`src/rtl/bsg_mcl_request_scheduler.sv`:
```
`default_nettype none
// ============================================================================
// Module   : bsg_mcl_request_scheduler
// Brief    : Round-robin, credit-gated arbiter feeding one endpoint request
//            FIFO, with a fence handshake that drains in-flight requests.
//            Optional statistics counters: define BSG_MCL_SCHED_STATS_EN.
// Revision : 1.0
// ============================================================================
module bsg_mcl_request_scheduler #(
  parameter int num_req_p         = 2,
  parameter int fifo_width_p      = 128,
  parameter int max_out_credits_p = 16,
  parameter int stat_width_p      = 32,
  localparam int credits_width_lp = $clog2(max_out_credits_p+1),
  localparam int id_width_lp      = $clog2(num_req_p)
) (
  input  logic                                      clk_i,
  input  logic                                      reset_i,
  input  logic [num_req_p-1:0]                      req_v_i,
  input  logic [num_req_p-1:0][fifo_width_p-1:0]    req_data_i,
  output logic [num_req_p-1:0]                      req_rdy_o,
  output logic                                      out_v_o,
  output logic [fifo_width_p-1:0]                   out_data_o,
  input  logic                                      out_rdy_i,
  input  logic [credits_width_lp-1:0]               out_credits_i,
  input  logic                                      fence_i,
  output logic                                      fence_done_o,
  output logic [id_width_lp-1:0]                    grant_id_o,
  output logic [num_req_p-1:0][stat_width_p-1:0]    issued_count_o,
  output logic [stat_width_p-1:0]                   credit_stall_count_o
);

  localparam logic [1:0] c_st_run   = 2'd0;
  localparam logic [1:0] c_st_fence = 2'd1;
  localparam logic [1:0] c_st_done  = 2'd2;

  logic [1:0]             r_state;
  logic [id_width_lp-1:0] r_last;
  logic                   r_sent;

  logic [1:0]             w_in_flight;
  logic                   w_slot_free;
  logic                   w_credit_ok;
  logic                   w_grant_en;
  logic                   w_xfer;
  logic                   w_found_hi;
  logic [id_width_lp-1:0] w_sel_hi;
  logic [id_width_lp-1:0] w_sel_lo;
  logic [id_width_lp-1:0] w_sel;

  // The held packet plus one just handed over (credit not yet taken by the
  // endpoint) are both already committed against out_credits_i.
  assign w_in_flight = {1'b0, out_v_o} + {1'b0, r_sent};
  assign w_slot_free = !out_v_o || out_rdy_i;
  assign w_credit_ok = out_credits_i > credits_width_lp'(w_in_flight);
  assign w_grant_en  = (r_state == c_st_run) && !fence_i && w_slot_free && w_credit_ok;
  assign w_xfer      = w_grant_en && (|req_v_i);

  // Two-pass priority search: lowest valid index above r_last wins, else the
  // lowest valid index at or below it (wrap-around).
  always_comb begin
    w_found_hi = 1'b0;
    w_sel_hi   = '0;
    w_sel_lo   = '0;
    for (int i = num_req_p-1; i >= 0; i--) begin
      if (req_v_i[i]) begin
        if (i > int'(r_last)) begin
          w_found_hi = 1'b1;
          w_sel_hi   = id_width_lp'(i);
        end else begin
          w_sel_lo   = id_width_lp'(i);
        end
      end
    end
  end

  assign w_sel        = w_found_hi ? w_sel_hi : w_sel_lo;
  assign req_rdy_o    = (w_xfer && !reset_i) ? (num_req_p'(1) << w_sel) : '0;
  assign fence_done_o = (r_state == c_st_done);

  always_ff @(posedge clk_i or posedge reset_i) begin
    if (reset_i) begin
      out_v_o    <= 1'b0;
      out_data_o <= '0;
      grant_id_o <= '0;
      r_last     <= id_width_lp'(num_req_p-1);
      r_sent     <= 1'b0;
      r_state    <= c_st_run;
    end else begin
      if (w_xfer) begin
        out_v_o    <= 1'b1;
        out_data_o <= req_data_i[w_sel];
        grant_id_o <= w_sel;
        r_last     <= w_sel;
      end else if (out_rdy_i) begin
        out_v_o    <= 1'b0;
      end
      r_sent <= out_v_o && out_rdy_i;

      case (r_state)
        c_st_run:   if (fence_i) r_state <= c_st_fence;
        c_st_fence: if (!out_v_o && !r_sent &&
                        (out_credits_i == credits_width_lp'(max_out_credits_p)))
                      r_state <= c_st_done;
        c_st_done:  r_state <= c_st_run;
        default:    r_state <= c_st_run;
      endcase
    end
  end

`ifdef BSG_MCL_SCHED_STATS_EN
  logic [num_req_p-1:0][stat_width_p-1:0] r_issued;
  logic [stat_width_p-1:0]                r_stall;
  logic                                   w_stall;

  assign w_stall = (r_state == c_st_run) && !fence_i && (|req_v_i)
                   && w_slot_free && !w_credit_ok;

  always_ff @(posedge clk_i or posedge reset_i) begin
    if (reset_i) begin
      r_issued <= '0;
      r_stall  <= '0;
    end else begin
      for (int i = 0; i < num_req_p; i++) begin
        if (w_xfer && (w_sel == id_width_lp'(i)))
          r_issued[i] <= r_issued[i] + stat_width_p'(1);
      end
      if (w_stall)
        r_stall <= r_stall + stat_width_p'(1);
    end
  end

  assign issued_count_o       = r_issued;
  assign credit_stall_count_o = r_stall;
`else
  assign issued_count_o       = '0;
  assign credit_stall_count_o = '0;
`endif

endmodule

`default_nettype wire

```
`config.mk`:
```
export PLATFORM = sky130hd
export DESIGN_NAME = bsg_mcl_request_scheduler
export DESIGN_NICKNAME = d
export VERILOG_FILES = /design/src/rtl/bsg_mcl_request_scheduler.sv
export SDC_FILE = /design/constraint.sdc
export NUM_CORES = 1
export LEC_CHECK = 0
export ABC_AREA = 1
export CAP_MARGIN = 25
export CORE_AREA = 2 2 191 193
export DETAILED_ROUTE_END_ITERATION = 7
export DIE_AREA = 0 0 193 195
export HOLD_SLACK_MARGIN = 0.08
export MAX_ROUTING_LAYER = met4
export PLACE_DENSITY = 0.53
export SLEW_MARGIN = 25
export SYNTH_ARGS = -nofsm -noshare
export SYNTH_HDL_FRONTEND = slang
export SYNTH_SLANG_ARGS = --single-unit
```
`constraint.sdc`:
```
create_clock -name clk_i -period 6.25 [get_ports clk_i]
set_clock_uncertainty 0.05 [all_clocks]
set_input_delay 1.25 -clock clk_i [delete_from_list [all_inputs] [get_ports clk_i]]
set_output_delay 1.25 -clock clk_i [all_outputs]
set_load 0.02 [all_outputs]
```
# ---- After elaboration in Yosys (flattened, before gate mapping)
# Cells that the tools add are included.
dict set report totals {
  reg_bits 134
  word_cells 47
}
dict set report op_classes {
  add_sub_neg 1
  n_lt_le_gt_ge 3
  n_eq_ne 5
  n_shift 1
  muxes 14
  n_reduce_logical 17
}
# operator count
set op_table {}
lappend op_table {{$mux 128} 2}
lappend op_table {{$logic_and 1x1->1} 8}
lappend op_table {{$mux 1} 8}
lappend op_table {{$mux 2} 3}
lappend op_table {{$eq 5x5->1 const B} 1}
lappend op_table {{$gt 5x2->1} 1}
lappend op_table {{$logic_not 1->1} 4}
lappend op_table {{$ne 2x2->1 const B} 2}
lappend op_table {{$pmux 2 s2} 1}
lappend op_table {{$add 1x1->2} 1}
lappend op_table {{$eq 2x1->1 const B} 1}
lappend op_table {{$eq 2x2->1 const B} 1}
lappend op_table {{$logic_not 2->1} 1}
lappend op_table {{$lt 1x2->1 const B} 1}
lappend op_table {{$reduce_and 2->1} 1}
lappend op_table {{$reduce_bool 2->1} 1}
lappend op_table {{$reduce_or 2->1} 1}
lappend op_table {{$shl 1x1->2 const A} 1}
lappend op_table {{$gt 1x1->1 const A} 1}
lappend op_table {{$logic_or 1x1->1} 1}

# ---- Logic depth before layout (Yosys ltp)
# Gate-level depths: netlist of the first run.
dict set report depth {
  depth_word 7
  depth_mapped 13
  ltp_nobuf 11
}

# ---- Worst setup path before layout of the first run
# No wires, ideal clock.
dict set report synth_timing {
  path_type {input port to output port}
  start {input port reset_i}
  end {output port req_rdy_o[0]}
  arrival_ps 4611
  path_slack_ps 339
  cell_stages 3
  path_buffers 0
  cell_sequence {inv_1 nand3_1 nor2_1}
}
dict set report synth_via {
  elab_chain_cells 3
}
# item line
set synth_rtl {}
lappend synth_rtl {{from (decl)} 18} ;# input logic reset_i,
lappend synth_rtl {{$logic_not 1->1 (no line)} --}
lappend synth_rtl {{$logic_and 1x1->1} 78} ;# assign req_rdy_o = (w_xfer && !reset_i) ? (num_req_p'(1) << w_sel) : '0;
lappend synth_rtl {{$mux 2} 78}
lappend synth_rtl {{to (decl)} 21} ;# output logic [num_req_p-1:0] req_rdy_o,
# No other way between the ends.

# ---- Final worst setup path of the first run
dict set report layout_timing {
  start {input port req_v_i[0]}
  end {output port req_rdy_o[1]}
}
dict set report layout_via {
  elab_chain_cells 4
  elab_cells_between_ends 7
  classes_between {1 x shift; 3 x mux; 3 x reduce/logical}
}
# item line
set layout_rtl {}
lappend layout_rtl {{from (decl)} 19} ;# input logic [num_req_p-1:0] req_v_i,
lappend layout_rtl {{$mux 1 or $reduce_or 2->1 (tied branches)} {66, 57}}
lappend layout_rtl {{$mux 1 or $logic_and 1x1->1 (tied branches)} {77, 57}}
lappend layout_rtl {{$shl 1x1->2 or $logic_and 1x1->1 (tied branches)} 78}
lappend layout_rtl {{$mux 2 *} 78}
# Every way passes the cells marked *; elsewhere a longest branch is shown, timed or not.

==> results of run 1 <==
==> kinds of logic after synthesis <==
| kind of cell | Yosys count | synth area share, % |
|---|---|---|
| flops | 134 | 42.4 |
| buf+inv | 194 | 14.6 |
| other cells | 1 | 0.0474 |
| fa+ha+maj | 4 | 0.633 |
| simple gates | 802 | 42.3 |
==> worst reg2reg max path: stages (launching register included) <==
cell and delay (ps):
sky130_fd_sc_hd__dfrtp_1 430, sky130_fd_sc_hd__inv_1 70, sky130_fd_sc_hd__ha_1 290, sky130_fd_sc_hd__ha_1 270
sky130_fd_sc_hd__nand2_1 60, sky130_fd_sc_hd__nand2_1 80, sky130_fd_sc_hd__nand2_4 80, sky130_fd_sc_hd__buf_4 640
sky130_fd_sc_hd__nand2_4 850, sky130_fd_sc_hd__buf_4 560, sky130_fd_sc_hd__nand2_1 100, sky130_fd_sc_hd__nand2_1 50
==> per-stage QoR <==
step / power [W] / cell area (um^2) / worst slack [ps]
finish: 0.00530 / 12500 / 1530
global route: 0.00566 / 12500 / 1390
CTS: 0.00539 / 12500 / 1530
detailed placement: 0.00426 / 11900 / 1540
global placement: 0.00425 / 11800 / 1570
floorplan: 0.00292 / 8260 / 339
==> cell usage in the layout (no fill, tap or decap) <==
cell type / count
sky130_fd_sc_hd__nand4_1: 1
sky130_fd_sc_hd__inv_6: 4
sky130_fd_sc_hd__dfrtp_1: 133
sky130_fd_sc_hd__clkbuf_1: 1
sky130_fd_sc_hd__buf_6: 2
sky130_fd_sc_hd__nand2_4: 4
sky130_fd_sc_hd__clkbuf_16: 17
sky130_fd_sc_hd__dfstp_2: 1
sky130_fd_sc_hd__clkinv_4: 4
sky130_fd_sc_hd__nor3_1: 1
sky130_fd_sc_hd__nand3_1: 259
sky130_fd_sc_hd__bufinv_16: 4
sky130_fd_sc_hd__ha_1: 4
sky130_fd_sc_hd__inv_1: 12
sky130_fd_sc_hd__inv_2: 1
sky130_fd_sc_hd__nor2_1: 7
sky130_fd_sc_hd__nor2_4: 1
sky130_fd_sc_hd__nand2_1: 529
sky130_fd_sc_hd__clkinvlp_4: 1
sky130_fd_sc_hd__buf_4: 10
sky130_fd_sc_hd__clkdlybuf4s50_1: 398
sky130_fd_sc_hd__conb_1: 96
sky130_fd_sc_hd__clkinv_2: 2
==> state kept, by name, summed over array words and instances, names as in the netlist <==
signal	flops
r_state	2
grant_id_o	1
r_last	1
out_data_o	128
r_sent	1
out_v_o	1
==> power groups by stage <==
stage	Clock [W]	Sequential [W]	Combinational, W
CTS	0.00113	0.00156	0.00270
finish	0.00109	0.00155	0.00266
global route	0.00117	0.00161	0.00289
global placement	0	0.00156	0.00269
floorplan	0	0.00208	0.000844
detailed placement	0	0.00156	0.00270
==> area by class of cell <==
class / count / area share [%]
clock inverter: 14 / 1.59
timing repair buffer: 410 / 32.7
tap: 461 / 4.62
sequential: 134 / 26.9
clock buffer: 18 / 3.44
multi-input combinational: 902 / 30.3
inverter: 14 / 0.461
==> per-layer routing <==
| metal | share of wire [%] | up-vias | routed length (um) | GRT usage, % |
|---|---|---|---|---|
| li1 | - | 4111 | - | - |
| met3 | 7.2 | 38 | 2190 | 2.97 |
| met2 | 50 | 336 | 15100 | 27.9 |
| met4 | 2.7 | 0 | 824 | 5.61 |
| met5 | 0 | - | 0 | - |
| met1 | 40 | 3860 | 12300 | 18.7 |
==> how the worst min path moves through the flow <==
stage / start / endpoint / slack (ps) / cells after the start
global route: out_data_o[89] / out_data_o[89] / 440 / 2
CTS: out_data_o[126] / out_data_o[126] / 420 / 2
floorplan: r_last / r_last / 390 / 2
finish: out_data_o[126] / out_data_o[126] / 420 / 2
global placement: out_data_o[55] / out_data_o[55] / 400 / 2
detailed placement: out_data_o[0] / out_data_o[0] / 410 / 2
==> PnR_summary.wiki, run 1 <==
{| class="wikitable"
! Metric !! Value
|-
| Area Overhead vs Synth || 57.9%
|-
| YS warnings || 0
|-
| Critical path destination || req_rdy_o[1]
|-
| EDFF count, synth || 0
|-
| Ports placed on the boundary || roughly 500
|-
| Cell with the largest stage delay on the worst path || sky130_fd_sc_hd__clkdlybuf4s50_1
|-
| Filler-free cell count of the finished design || between 1,500 and 2,000
|-
| Number of buffers inserted by hold repair at cts || 0
|-
| Worst skew pair latency || 420 ps
|-
| Die ar. || ~38,000 um^2
|-
| Worst vdd ir || ~0.19 mV
|-
| Number of global-route vias before repair || ~8,000
|-
| Antenna viol nets, final || 0
|-
| Wire length per cell after detailed routing || about 16 um
|-
| Number of buffers inserted by port buffering || around 400
|-
| Count of routing violations after the opening detailed-route iteration || 342
|-
| Number of cells in the design after placement || a little under 2,000
|-
| Number of inserted filler cells in the final layout || around 3,800
|-
| Count of maximum capacitance violations || 0
|-
| Comb power frac || 50.1%
|-
| Top-count cell post-synth || sky130_fd_sc_hd__nand2_1
|-
| Critical path class || in -> out
|-
| Clock tree sinks || approximately 130
|-
| Total congestion overflow || 0
|-
| Shortest clock period the worst path allows after layout || roughly 4700 ps
|-
| Leakage dissipation || 6.26 nW
|-
| Worst path buffer plus inverter count || 4
|-
| Data arrival time of the critical path || approximately 3400 ps
|-
| Remaining design rule violation count || 0
|-
| Synthesized cell area || between 7000 and 8000 um^2
|-
| Sequential cell area || approximately 3400 um^2
|-
| FF-to-FF End || out_data_o[99]
|-
| Net switching share of the total power || between 40% and 50%
|-
| Largest buffer count on any clock path || 2
|-
| Transition time of the tightest slew-check pin || roughly 1000 ps
|-
| Synth Register Bits || ~130
|-
| Status || finished, final reports clean
|-
| Power spent charging and discharging nets || ~0.0022 W
|-
| Detail-routed via count per cell || between 4 and 5
|-
| Post-synth top cells || 532 x sky130_fd_sc_hd__nand2_1, 259 x sky130_fd_sc_hd__nand3_1, 133 x sky130_fd_sc_hd__dfrtp_1
|-
| Prevailing post-synth register cell || sky130_fd_sc_hd__dfrtp_1
|-
| CTS tree || built
|-
| Core Area || approximately 35,000 um^2
|-
| Highest attainable clock frequency || 212 MHz
|-
| Number of detailed-route iterations in the first pass || 4
|-
| Number of different library cells in the post-synthesis netlist || 18
|-
| Multi-input combinational cell area || around 3800 um^2
|-
| Hold Vio Cnt, Final || 0
|-
| Number of buffers created by CTS || 17
|-
| Part of the power in registers || just under 30%
|-
| Top post-synthesis cells by area || sky130_fd_sc_hd__dfrtp_1 42%, sky130_fd_sc_hd__nand2_1 25%, sky130_fd_sc_hd__nand3_1 16%, sky130_fd_sc_hd__buf_4 9.2%, sky130_fd_sc_hd__buf_2 2.8%
|-
| Critical Path Max Stage Delay || 610 ps
|-
| Largest net degree at the start of global routing || about 110
|-
| Last weighted congestion value of the routability-driven placer || between 0.8 and 0.9
|-
| Maximum fanout along the worst path || 36
|-
| Power density cells || 425 nW/um^2
|-
| Worst path required time || about 5000 ps
|-
| Summed negative setup slack over all endpoints || 0 ps
|-
| Class of the worst hold path || reg -> reg
|-
| Wire length reported by the detailed router || 30.4 mm
|-
| Number of cells produced by synthesis || 1,135
|-
| Starting density of the core || between 20% and 30%
|-
| Setup crit end kind || output port
|-
| Launch instance of the worst register-to-register path || out_v_o
|-
| Clock share of power || 20.6%
|-
| Die span in y || 195 um
|-
| Global-route total usage across every layer || 16.2%
|-
| Clock-pin slew on the worst setup and hold paths || roughly 50 ps
|-
| Sequential area share after synthesis || ~42%
|-
| Crit path cell chain || clkdlybuf4s50_1 -> inv_1 -> nand2_1 -> nand2_1 -> nor2_4 -> buf_4 -> nand3_1 -> nor2_1 -> clkdlybuf4s50_1
|-
| Relative max-transition margin || 30.3%
|-
| Worst hold slack || ~420 ps
|-
| Die X-Extent || a little under 200 um
|-
| First-pass GRT wire length || 45.5 mm
|-
| Quantity of gates resized following cts || 0
|-
| Number of core rows || between 60 and 70
|-
| Setup repair bufs after CTS || 0
|-
| FFs w/ async S/R, synth || 100%
|-
| Startpoint type of the worst setup path || input port
|-
| Slew Limit Fails || 0
|-
| Setup repair after global routing missed its margin || no
|-
| Final setup fails || 0
|-
| Initial antenna violation count || 0
|-
| Worst setup path startpoint || req_v_i[0]
|-
| Internal power summed over all cells || ~0.0031 W
|-
| Utilization after layout || between 30% and 40%
|-
| Reg2reg path depth || 11
|-
| R2R setup slack || 2600 ps
|-
| # diodes || 0
|-
| Post-route clock period utilization || between 70 and 80%
|-
| Cell family with the largest share of critical-path delay || buffers and inverters
|-
| Detailed Place HPWL || ~22 mm
|-
| Final #Nets || 1,750
|-
| Total stage count of the critical path || 9
|-
| Vias post-DR || between 8,000 and 9,000
|-
| Root buffer selected by CTS || sky130_fd_sc_hd__clkbuf_16
|-
| Cell type contributing the most total cell area after synthesis || sky130_fd_sc_hd__dfrtp_1
|-
| Mean instance size in the synthesized netlist || 6.97 um^2
|-
| Share of Yosys cell area claimed by the top area cell type || 42.1%
|-
| CTS H-tree lvls || 4
|-
| Share of layout cells above drive strength 1 || ~3.4%
|}
No activity file was read; power rests on OpenSTA's default activity.
==> inputs of run 2 (changes only) <==
--- a/config.mk
+++ b/config.mk
@@ -12,7 +12,7 @@
 export DIE_AREA = 0 0 193 195
 export HOLD_SLACK_MARGIN = 0.08
 export MAX_ROUTING_LAYER = met4
-export PLACE_DENSITY = 0.53
+export PLACE_DENSITY = 0.55
 export SLEW_MARGIN = 25
 export SYNTH_ARGS = -nofsm -noshare
 export SYNTH_HDL_FRONTEND = slang
==> constraint.sdc (replaced) <==
create_clock -name clk_i -period 4 [get_ports clk_i]
set_clock_uncertainty 0.05 [all_clocks]
set_input_delay 0.8 -clock clk_i [delete_from_list [all_inputs] [get_ports clk_i]]
set_output_delay 0.8 -clock clk_i [all_outputs]
set_load 0.02 [all_outputs]
==> run 2 against run 1 <==
Power increased by 51%. Largest cell class unchanged. Final area fell by 0.48%. Sequential share of layout area increased by 0.13 points. Critical endpoint unchanged. Critical path type unchanged. Sequential cell count stayed put.
==> PnR_summary.wiki, run 2 (synthesis gave the netlist of run 1 again) <==
{| class="wikitable"
! Metric !! Value
|-
| Detailed Place HPWL || 20.0 mm (-8.3%)
|-
| Starting density of the core || 22.3% (unchanged)
|-
| Register with the most flip-flops || out_data_o
|-
| Worst setup timing slack at the placement stage || 400 ps (-1140 ps)
|-
| Class of the worst hold path || reg -> reg
|-
| Setup repair after global routing missed its margin || no
|-
| Leading cell types in the layout, fill and taps excluded || 529 x sky130_fd_sc_hd__nand2_1, 398 x sky130_fd_sc_hd__clkdlybuf4s50_1, 259 x sky130_fd_sc_hd__nand3_1, 133 x sky130_fd_sc_hd__dfrtp_1, 96 x sky130_fd_sc_hd__conb_1
|-
| Number of buffers inserted by port buffering || 399 (unchanged)
|-
| Worst skew pair latency || 440 ps (+20 ps)
|-
| Wire length reported by the detailed router || 29.6 mm (-2.7%)
|-
| Endpoint of the worst hold-timing path || out_data_o[68]
|-
| Wire length per cell after detailed routing || 15.2 um (-2.7%)
|-
| Data arrival time of the critical path || 2750 ps (-670 ps)
|-
| Status || finished, final reports clean
|-
| Highest attainable clock frequency || ~280 MHz
|-
| Quantity of gates resized following cts || 0 (unchanged)
|-
| Origin of the worst min-delay path || out_data_o[68]
|-
| Shortest clock period the worst path allows after layout || approximately 3600 ps
|-
| Relative max-transition margin || 31.7% (+1.3 points)
|-
| Antenna viol nets, final || 0 (unchanged)
|-
| Leakage dissipation || 6.21 nW (-0.76%)
|-
| Clock tree sinks || 134 (unchanged)
|-
| Startpoint type of the worst setup path || input port
|-
| Reg2reg path depth || 11 (unchanged)
|-
| Crit path setup slack, layout || 401 ps (-1130 ps)
|-
| Total congestion overflow || 0 (unchanged)
|-
| Number of global-route vias before repair || 7,776 (-2.7%)
|-
| Die ar. || 37,600 um^2 (unchanged)
|-
| Hold Vio Cnt, Final || 0 (unchanged)
|-
| Maximum fanout along the worst path || 3 (-92%)
|-
| Cell depth of the worst hold path || 2 (unchanged)
|-
| Count of maximum capacitance violations || 0 (unchanged)
|-
| Critical path class || in -> out
|-
| Setup crit end kind || output port
|-
| First-pass GRT wire length || 43.4 mm (-4.7%)
|-
| Number of inserted filler cells in the final layout || 3,765 (-0.48%)
|-
| Post-route clock period utilization || 90.0%
|-
| Number of buffers inserted by hold repair at cts || 0 (unchanged)
|-
| Number of buffers created by CTS || 17 (unchanged)
|-
| Sequential cell area || 3350 um^2 (unchanged)
|-
| Worst path required time || 3150 ps (-1800 ps)
|-
| Ports placed on the boundary || 496 (unchanged)
|-
| Last weighted congestion value of the routability-driven placer || 0.836 (+1.7%)
|-
| Registers with the most flip-flops || out_data_o (128), r_state (2)
|-
| Share of layout cells above drive strength 1 || 3.35% (-0.065 points)
|-
| Detail-routed via count per cell || 4.22 (-1.2%)
|-
| Most common library cell in the layout ignoring fill and taps || sky130_fd_sc_hd__nand2_1
|-
| Total placed instance area || 11,900 um^2 (+0.32%)
|-
| Initial antenna violation count || 0 (unchanged)
|-
| Clock-pin slew on the worst setup and hold paths || 60 ps (about the same)
|-
| Cell area after layout || 12,400 um^2 (-0.48%)
|-
| Area Overhead vs Synth || 57.1%
|-
| Slew Limit Fails || 0 (unchanged)
|-
| Multi-input combinational cell area || 3790 um^2 (unchanged)
|-
| Setup repair bufs after CTS || 0 (unchanged)
|-
| Largest buffer count on any clock path || 2 (unchanged)
|-
| Die span in y || 195 um (unchanged)
|-
| Power density cells || 646 nW/um^2 (+52%)
|-
| Count of routing violations after the opening detailed-route iteration || 376 (+9.9%)
|-
| # diodes || 0 (unchanged)
|-
| Root buffer selected by CTS || sky130_fd_sc_hd__clkbuf_16
|-
| Global-route total usage across every layer || 15.4% (-0.79 points)
|-
| Final setup fails || 0 (unchanged)
|-
| R2R setup slack || 1240 ps (-1360 ps)
|-
| Launch instance of the worst register-to-register path || out_v_o
|-
| CTS H-tree lvls || 4 (unchanged)
|-
| FF-to-FF End || r_last
|-
| Final Total Pwr || 0.00802 W (+51%)
|-
| Largest net degree at the start of global routing || 135 (+27%)
|-
| Die X-Extent || 193 um (unchanged)
|-
| CTS tree || built
|-
| Core Area || 35,400 um^2 (unchanged)
|-
| Number of detailed-route iterations in the first pass || 4 (unchanged)
|-
| Final #Nets || 1,749 (-0.057%)
|-
| Worst vdd ir || 0.284 mV (+49%)
|-
| Summed negative setup slack over all endpoints || 0 ps (unchanged)
|-
| Largest register FFs || 128 (unchanged)
|-
| Remaining design rule violation count || 0 (unchanged)
|-
| Transition time of the tightest slew-check pin || 1020 ps (-19.9 ps)
|-
| Vias post-DR || 8,237 (-1.3%)
|-
| Number of core rows || 69 (unchanged)
|}
run 2: changes by cell type in the layout (fill, tap and decap cells not counted), sizes merged:
cell      previous run  this run
buf                 12        11
bufinv               4         0
clkinv               6         7
clkinvlp             1         6
inv                 17        15
run 2: power breakdown:
part	internal, W	switching [W]
sequential	0.00205	0.000370
clock	0.000794	0.000651
combinational	0.00180	0.00236
total	0.00465	0.00338
run 2: stage by stage:
| stage | utilization, % | instances | hold slack [ps] |
|---|---|---|---|
| final | 35.1 | 1952 | 417 |
| after global routing | 35.1 | 1952 | 434 |
| after CTS | 35.1 | 1952 | 422 |
| after detailed placement | 33.6 | 1920 | 407 |
| after global placement | 33.6 | 1920 | 403 |
| after floorplan | - | 1230 | 393 |
run 2: worst max-delay path, cell delays in order:
cell and delay, ps:
sky130_fd_sc_hd__clkdlybuf4s50_1 510, sky130_fd_sc_hd__inv_1 60, sky130_fd_sc_hd__ha_1 280, sky130_fd_sc_hd__nand2_1 70
sky130_fd_sc_hd__nand2_1 80, sky130_fd_sc_hd__nand2_4 80, sky130_fd_sc_hd__nand3_1 120, sky130_fd_sc_hd__nor2_1 110
sky130_fd_sc_hd__clkdlybuf4s50_1 620
run 2: how the worst max path moves through the flow:
stage	from	endpoint	slack (ps)	depth (start not counted)
5_1_grt	out_credits_i[0]	req_rdy_o[1]	330	9
6_report	out_credits_i[0]	req_rdy_o[1]	400	9
4_1_cts	out_credits_i[0]	req_rdy_o[1]	390	9
2_1_floorplan	reset_i	req_rdy_o[0]	-20	3
3_5_place_dp	out_credits_i[0]	req_rdy_o[1]	400	9
3_3_place_gp	out_credits_i[0]	req_rdy_o[1]	430	9
run 2: layout make-up:
class	instances	share of cell area (%)
clock buffers	18	3.45
clock inverters	14	0.846
inverters	14	0.453
multi-input cells	902	30.5
flip-flops and latches	134	27.0
well taps	461	4.64
repair buffers	409	33.1
run 2: layer usage:
| layer | track usage (%) | up-vias | wire, um |
|---|---|---|---|
| met5 | - | - | 0 |
| met4 | 4.52 | 0 | 557 |
| met3 | 3.47 | 27 | 1990 |
| met2 | 26.8 | 321 | 15100 |
| met1 | 17.5 | 3795 | 12000 |
| li1 | - | 4094 | - |
